`config.mk`:
```
export PLATFORM = sky130hd
export DESIGN_NAME = mul_iter_flat
export DESIGN_NICKNAME = d
export VERILOG_FILES = /design/src/rtl/mul_iter_if.sv /design/src/rtl/mul_iter.sv /design/src/flat_wrapper.sv
export SDC_FILE = /design/constraint.sdc
export NUM_CORES = 1
export LEC_CHECK = 0
export BUFFER_PORTS_ARGS = -buffer_cell sky130_fd_sc_hd__buf_4
export CORE_ASPECT_RATIO = 0.9
export CORE_MARGIN = 4
export CORE_UTILIZATION = 39
export CTS_BUF_LIST = sky130_fd_sc_hd__clkbuf_4
export CTS_CLUSTER_DIAMETER = 30
export DETAILED_ROUTE_END_ITERATION = 7
export PLACE_DENSITY = 0.62
export SYNTH_ARGS = -nofsm -noshare
export SYNTH_HDL_FRONTEND = slang
export SYNTH_SLANG_ARGS = --single-unit
```
`constraint.sdc`:
```
create_clock -name clk -period 3.6 [get_ports clk]
set_clock_uncertainty 0.1 [all_clocks]
set_input_delay 0.36 -clock clk [delete_from_list [all_inputs] [get_ports clk]]
set_output_delay 0.36 -clock clk [all_outputs]
set_load 0.01 [all_outputs]
```
`src/rtl/mul_iter_if.sv`:
```
// ============================================================================
// mul_iter_if : start/done handshake bundle for the iterative multiplier
// Rev 1.0
// ============================================================================
`default_nettype none

interface mul_iter_if #(
  parameter int MSB = 31
);
  logic           start;
  logic [1:0]     op;
  logic [MSB:0]   in_a;
  logic [MSB:0]   in_b;
  logic [MSB:0]   out_low;
  logic [MSB:0]   out_high;
  logic           done;

  modport master (
    output start, op, in_a, in_b,
    input  out_low, out_high, done
  );

  modport slave (
    input  start, op, in_a, in_b,
    output out_low, out_high, done
  );
endinterface

`default_nettype wire

```
`src/rtl/mul_iter.sv`:
```
// ============================================================================
// mul_iter : iterative shift-and-add multiplier (MUL/MULH/MULHSU/MULHU)
// Rev 1.0
// ============================================================================
`default_nettype none

module mul_iter #(
  parameter int MSB = 31
) (
  input  logic       clk,
  input  logic       rst,
  mul_iter_if.slave  bus
);
  localparam int W  = MSB + 1;
  localparam int CW = (W > 1) ? $clog2(W) : 1;

  typedef enum logic [1:0] {
    S_IDLE = 2'd0,
    S_RUN  = 2'd1,
    S_FIX  = 2'd2
  } state_t;

  state_t          r_state;
  logic [W-1:0]    r_a_mag;
  logic [W-1:0]    r_b;
  logic [2*W:0]    r_acc;
  logic [CW-1:0]   r_cnt;
  logic            r_neg;
  logic [W-1:0]    r_low;
  logic [W-1:0]    r_high;

  logic            w_a_signed;
  logic            w_b_signed;
  logic            w_a_neg;
  logic            w_b_neg;
  logic [W-1:0]    w_a_mag;
  logic [W-1:0]    w_b_mag;
  logic [W:0]      w_sum;
  logic [2*W:0]    w_acc_next;
  logic [2*W-1:0]  w_mag;
  logic [2*W-1:0]  w_prod;

  assign w_a_signed = (bus.op == 2'b01) || (bus.op == 2'b10);
  assign w_b_signed = (bus.op == 2'b01);
  assign w_a_neg    = w_a_signed & bus.in_a[MSB];
  assign w_b_neg    = w_b_signed & bus.in_b[MSB];
  // Negating the most-negative value yields 2^(W-1), which is correct read as unsigned.
  assign w_a_mag    = w_a_neg ? -bus.in_a : bus.in_a;
  assign w_b_mag    = w_b_neg ? -bus.in_b : bus.in_b;

  // Upper W+1 bits absorb the add carry; the shift then drops the consumed LSB.
  assign w_sum      = r_acc[2*W:W] + (r_b[0] ? {1'b0, r_a_mag} : {(W+1){1'b0}});
  assign w_acc_next = {1'b0, w_sum, r_acc[W-1:1]};

  assign w_mag      = r_acc[2*W-1:0];
  assign w_prod     = r_neg ? -w_mag : w_mag;

  assign bus.done     = (r_state == S_IDLE);
  assign bus.out_low  = r_low;
  assign bus.out_high = r_high;

  always_ff @(posedge clk) begin
    if (rst) begin
      r_state <= S_IDLE;
      r_a_mag <= '0;
      r_b     <= '0;
      r_acc   <= '0;
      r_cnt   <= '0;
      r_neg   <= 1'b0;
      r_low   <= '0;
      r_high  <= '0;
    end else begin
      case (r_state)
        S_IDLE: begin
          if (bus.start) begin
            r_a_mag <= w_a_mag;
            r_b     <= w_b_mag;
            r_neg   <= w_a_neg ^ w_b_neg;
            r_acc   <= '0;
            r_cnt   <= '0;
            r_state <= S_RUN;
          end
        end
        S_RUN: begin
          r_acc <= w_acc_next;
          r_b   <= r_b >> 1;
          r_cnt <= r_cnt + 1'b1;
          if (r_cnt == CW'(MSB)) begin
            r_state <= S_FIX;
          end
        end
        S_FIX: begin
          r_low   <= w_prod[W-1:0];
          r_high  <= w_prod[2*W-1:W];
          r_state <= S_IDLE;
        end
        default: r_state <= S_IDLE;
      endcase
    end
  end
endmodule

`default_nettype wire

```
`src/flat_wrapper.sv`:
```
// flat-port wrapper written by rule: the top's interface ports become plain ports
module mul_iter_flat 
#(
  parameter int MSB = 31
)
  (clk, rst, bus_start, bus_op, bus_in_a, bus_in_b, bus_out_low, bus_out_high, bus_done);
  mul_iter_if #(.MSB(MSB)) bus_i ();
  input  logic clk;
  input  logic rst;
  input wire logic [$bits(bus_i.start)-1:0] bus_start;
  input wire logic [$bits(bus_i.op)-1:0] bus_op;
  input wire logic [$bits(bus_i.in_a)-1:0] bus_in_a;
  input wire logic [$bits(bus_i.in_b)-1:0] bus_in_b;
  output wire logic [$bits(bus_i.out_low)-1:0] bus_out_low;
  output wire logic [$bits(bus_i.out_high)-1:0] bus_out_high;
  output wire logic [$bits(bus_i.done)-1:0] bus_done;
  assign bus_i.start = bus_start;
  assign bus_i.op = bus_op;
  assign bus_i.in_a = bus_in_a;
  assign bus_i.in_b = bus_in_b;
  assign bus_out_low = bus_i.out_low;
  assign bus_out_high = bus_i.out_high;
  assign bus_done = bus_i.done;
  mul_iter #(.MSB(MSB)) u_core (.clk(clk), .rst(rst), .bus(bus_i));
endmodule
```
==> results.md <==
- Yosys reg bits: 200
- Initial Utilization: 39.7%
- Clk buf depth: 2
- CTS buffer count: 17
- Ranking of synthesized cells by area: dfxtp_1 (35%), xor2_1 (7.1%), nor2_1 (5.4%), a22oi_1 (4.4%), nand2_1 (4.3%)
- Skew-Pair Late Insertion Delay: 620 ps
- M3 GR Usage: 2.69%
- Outcome: complete, no violations
- Global-route wire length before repair: 51700 um
- Die X: 189 um
- Pwr dens: 311 nW/um^2
- Tmin final: 3210 ps
- Placer Congestion: 0.941
- Crit path max-delay family: compound AO/OA/AOI/OAI gates
- Cell Area, Synth: 11500 um^2
- Post-route ant nets: 0
- Critical path type: reg2reg
- Sequential cell area fraction in the yosys report: 34.8%
- CP Max Fanout: 4
- Worst path required time: 4010 ps
- Total number of vias: 10690
- M2 GR Usage: 27.9%
- Clock transition at the registers of the reported paths: 180 ps
- Core area: 29000 um^2
- CP bufs+invs: 1
- CP Cell Sequence: and2_1, ha_1, inv_1, fa_1, nand2b_1, a21oi_1, o21bai_1, a311o_1, a211oi_2, o21ai_0, a32o_1
- Ports: 134
- Yosys Warn Count: 0
- Unrepaired setup endpoints after global routing: false
- Endpoint type of the worst setup path: flop
- CP peak stage delay: 440 ps
- Post-Synthesis Net Count: 1542
- Clk sinks: 200
- Row Count: 59
- Arrival time worst endpoint: 3620 ps
- Area Growth Syn to Fin: 18.8%
- Pwr Total: 0.00425 W
- Setup TNS: 0 ps
- Tcrit/Tclk final: 89.2%
- Die H: 171 um
- FFs w/ async S/R, synth: 0%
- Layout Nets: 1673
- Worst-Margin Slew: 925 ps
- Leakage: 5.52 nW
- Syn_area_per_cell: 8.03 um^2
- Non-Filler Instances: 1975
- Fmax: 0.311 GHz
- Gr usage total: 19.2%
- Cells after synthesis: 1434
- IO buf count: 133
- Gr ovfl total: 0
- # H-tree levels: 4
- Fin. Hold Viols: 0
- CTS tree: done
- Hold Crit Class: in2reg
- Post-route DRC: 0
- Drt via density: 5.41
- DRT Pass-1 Iters: 6
- Grt met1 use: 30.0%
- Crit start category: flop
- Biggest area consumer among synthesized cells: dfxtp_1
- Unique masters post-synth: 66
- Die ar.: 32300 um^2
- Dpl cells: 1888
- Routed len/inst: 16.2 um
- Main flop type after synthesis: dfxtp_1
- Setup Fix Bufs, Post-CTS: 0
- Slowest-stage cell, CP: a311o_1
- Vias in the first global route: 9785
- HPWL Detailed: 23300 um
- Largest net degree at the start of global routing: 89
- Final WL: 32000 um
- Share of cells above drive strength 1: 13.2%
- Initial antenna violation count: 1
- Max Transition Viols Final: 0
- Max IR drop VDD: 0.194 mV
- Busiest grt layer: met1
- Setup-failing EPs final: 0
- Layout Utilization: 47.2%
- Max-cap violation count: 0
- Drt initial violations: 630
- EDFF count, synth: 0
- Root Driver: clkbuf_4
- Slew headroom: 38.4%
- Synth top area share: 34.8%
==> sequential cells by signal, indices dropped and copies added, names as in the netlist <==
name / flops
u_core.r_neg: 1
u_core.r_a_mag: 32
u_core.r_b: 32
u_core.bus.out_high: 32
u_core.r_acc: 64
u_core.r_state: 2
u_core.bus.out_low: 32
u_core.r_cnt: 5
==> synth_stat cells (11+ instances only) <==
master    count
or4_1        13
ha_1         38
a211oi_1     63
nand4_1      17
a22oi_1      68
nor3_1       25
clkbuf_1     81
nand2_1     131
or3_1        12
inv_1        22
and2_1       38
xnor2_1      42
nor2_1      166
buf_1        11
o31ai_1      31
dfxtp_1     200
a21o_1       14
nand2b_1     18
nor4_1       12
o41ai_1      11
nand3_1      18
a21oi_1      95
o21ai_0      91
xor2_1       94
==> layout make-up <==
class                           instances  area (um^2)
Sequential cell                       200         4010
Timing Repair Buffer                  205         1670
Fill cell                            2910        15300
Clock inverter                         15          186
Inverter                               22         82.6
Multi-Input combinational cell       1119         7110
Tap cell                              396          495
Antenna cell                            1         2.50
Clock buffer                           17          128
==> cells in the final DEF (no fill, tap or decap), drive strengths merged, types with 13 or more instances in the layout <==
master and count:
nand2 131, or4 15, a211oi 63, xor2 94, dlygate4sd3 54, inv 33, o31ai 32, clkbuf 17
a22oi 68, nand4 17, nor3 25, or3 14, buf 151, o21ai 94, a21o 14, nor4 14
ha 38, nor2 166, nand3 19, o41ai 13, a21oi 95, dfxtp 200, xnor2 42, and2 38
nand2b 18
==> worst reg2reg max path: cells and delay by family, from the launching register on <==
| family | cells | cell delay (ps) |
|---|---|---|
| AOI/OAI and AO/OA | 6 | 1660 |
| adders and majority gates | 2 | 550 |
| buffers and inverters | 1 | 60 |
| DFF | 1 | 400 |
| and+or+nand+nor | 2 | 370 |
==> layer usage <==
metal	routed length [um]	part of all wire (%)
met5	0	0
met4	515	1.6
met3	1750	5.5
met2	13300	41
met1	16500	51
==> repair_timing <==
action,CTS,global route
resized for setup,0,1
endpoints found under the hold margin,66,0
setup endpoints to repair,0,1
hold buffers,54,0
==> cells by family after synthesis <==
group	count (synthesis)	share of synthesized area [%]
xor+xnor	136	10.3
compound gates	447	25.7
flops	200	34.8
simple gates	493	20.8
buf+inv	115	3.76
fa+ha+maj	39	4.30
mux	4	0.348
==> worst paths after layout <==
check                     from                 to  slack [ps]  cells after the start
min                bus_in_a[8]  u_core.r_a_mag[8]          30                      3
min reg2reg  u_core.r_a_mag[0]  u_core.r_a_mag[0]         360                      2
max reg2reg      u_core.r_b[0]   u_core.r_acc[59]         390                     11
max              u_core.r_b[0]   u_core.r_acc[59]         390                     11
==> power by group <==
| group | switching, W | total (W) | internal, W |
|---|---|---|---|
| clock | 0.000934 | 0.00128 | 0.000347 |
| sequential | 0.0000520 | 0.00234 | 0.00228 |
| combinational | 0.000366 | 0.000631 | 0.000265 |
| total | 0.00135 | 0.00425 | 0.00290 |
==> stage by stage <==
stage,hold WS (ps),worst slack (ps),cell area (um^2)
after global placement,343,443,12800
after global routing,17.7,116,13700
after detailed placement,344,361,12800
final,33.1,388,13700
after floorplan,332,566,11500
after CTS,1.00,322,13700
Note: power is estimated with default switching activity, not from simulation.
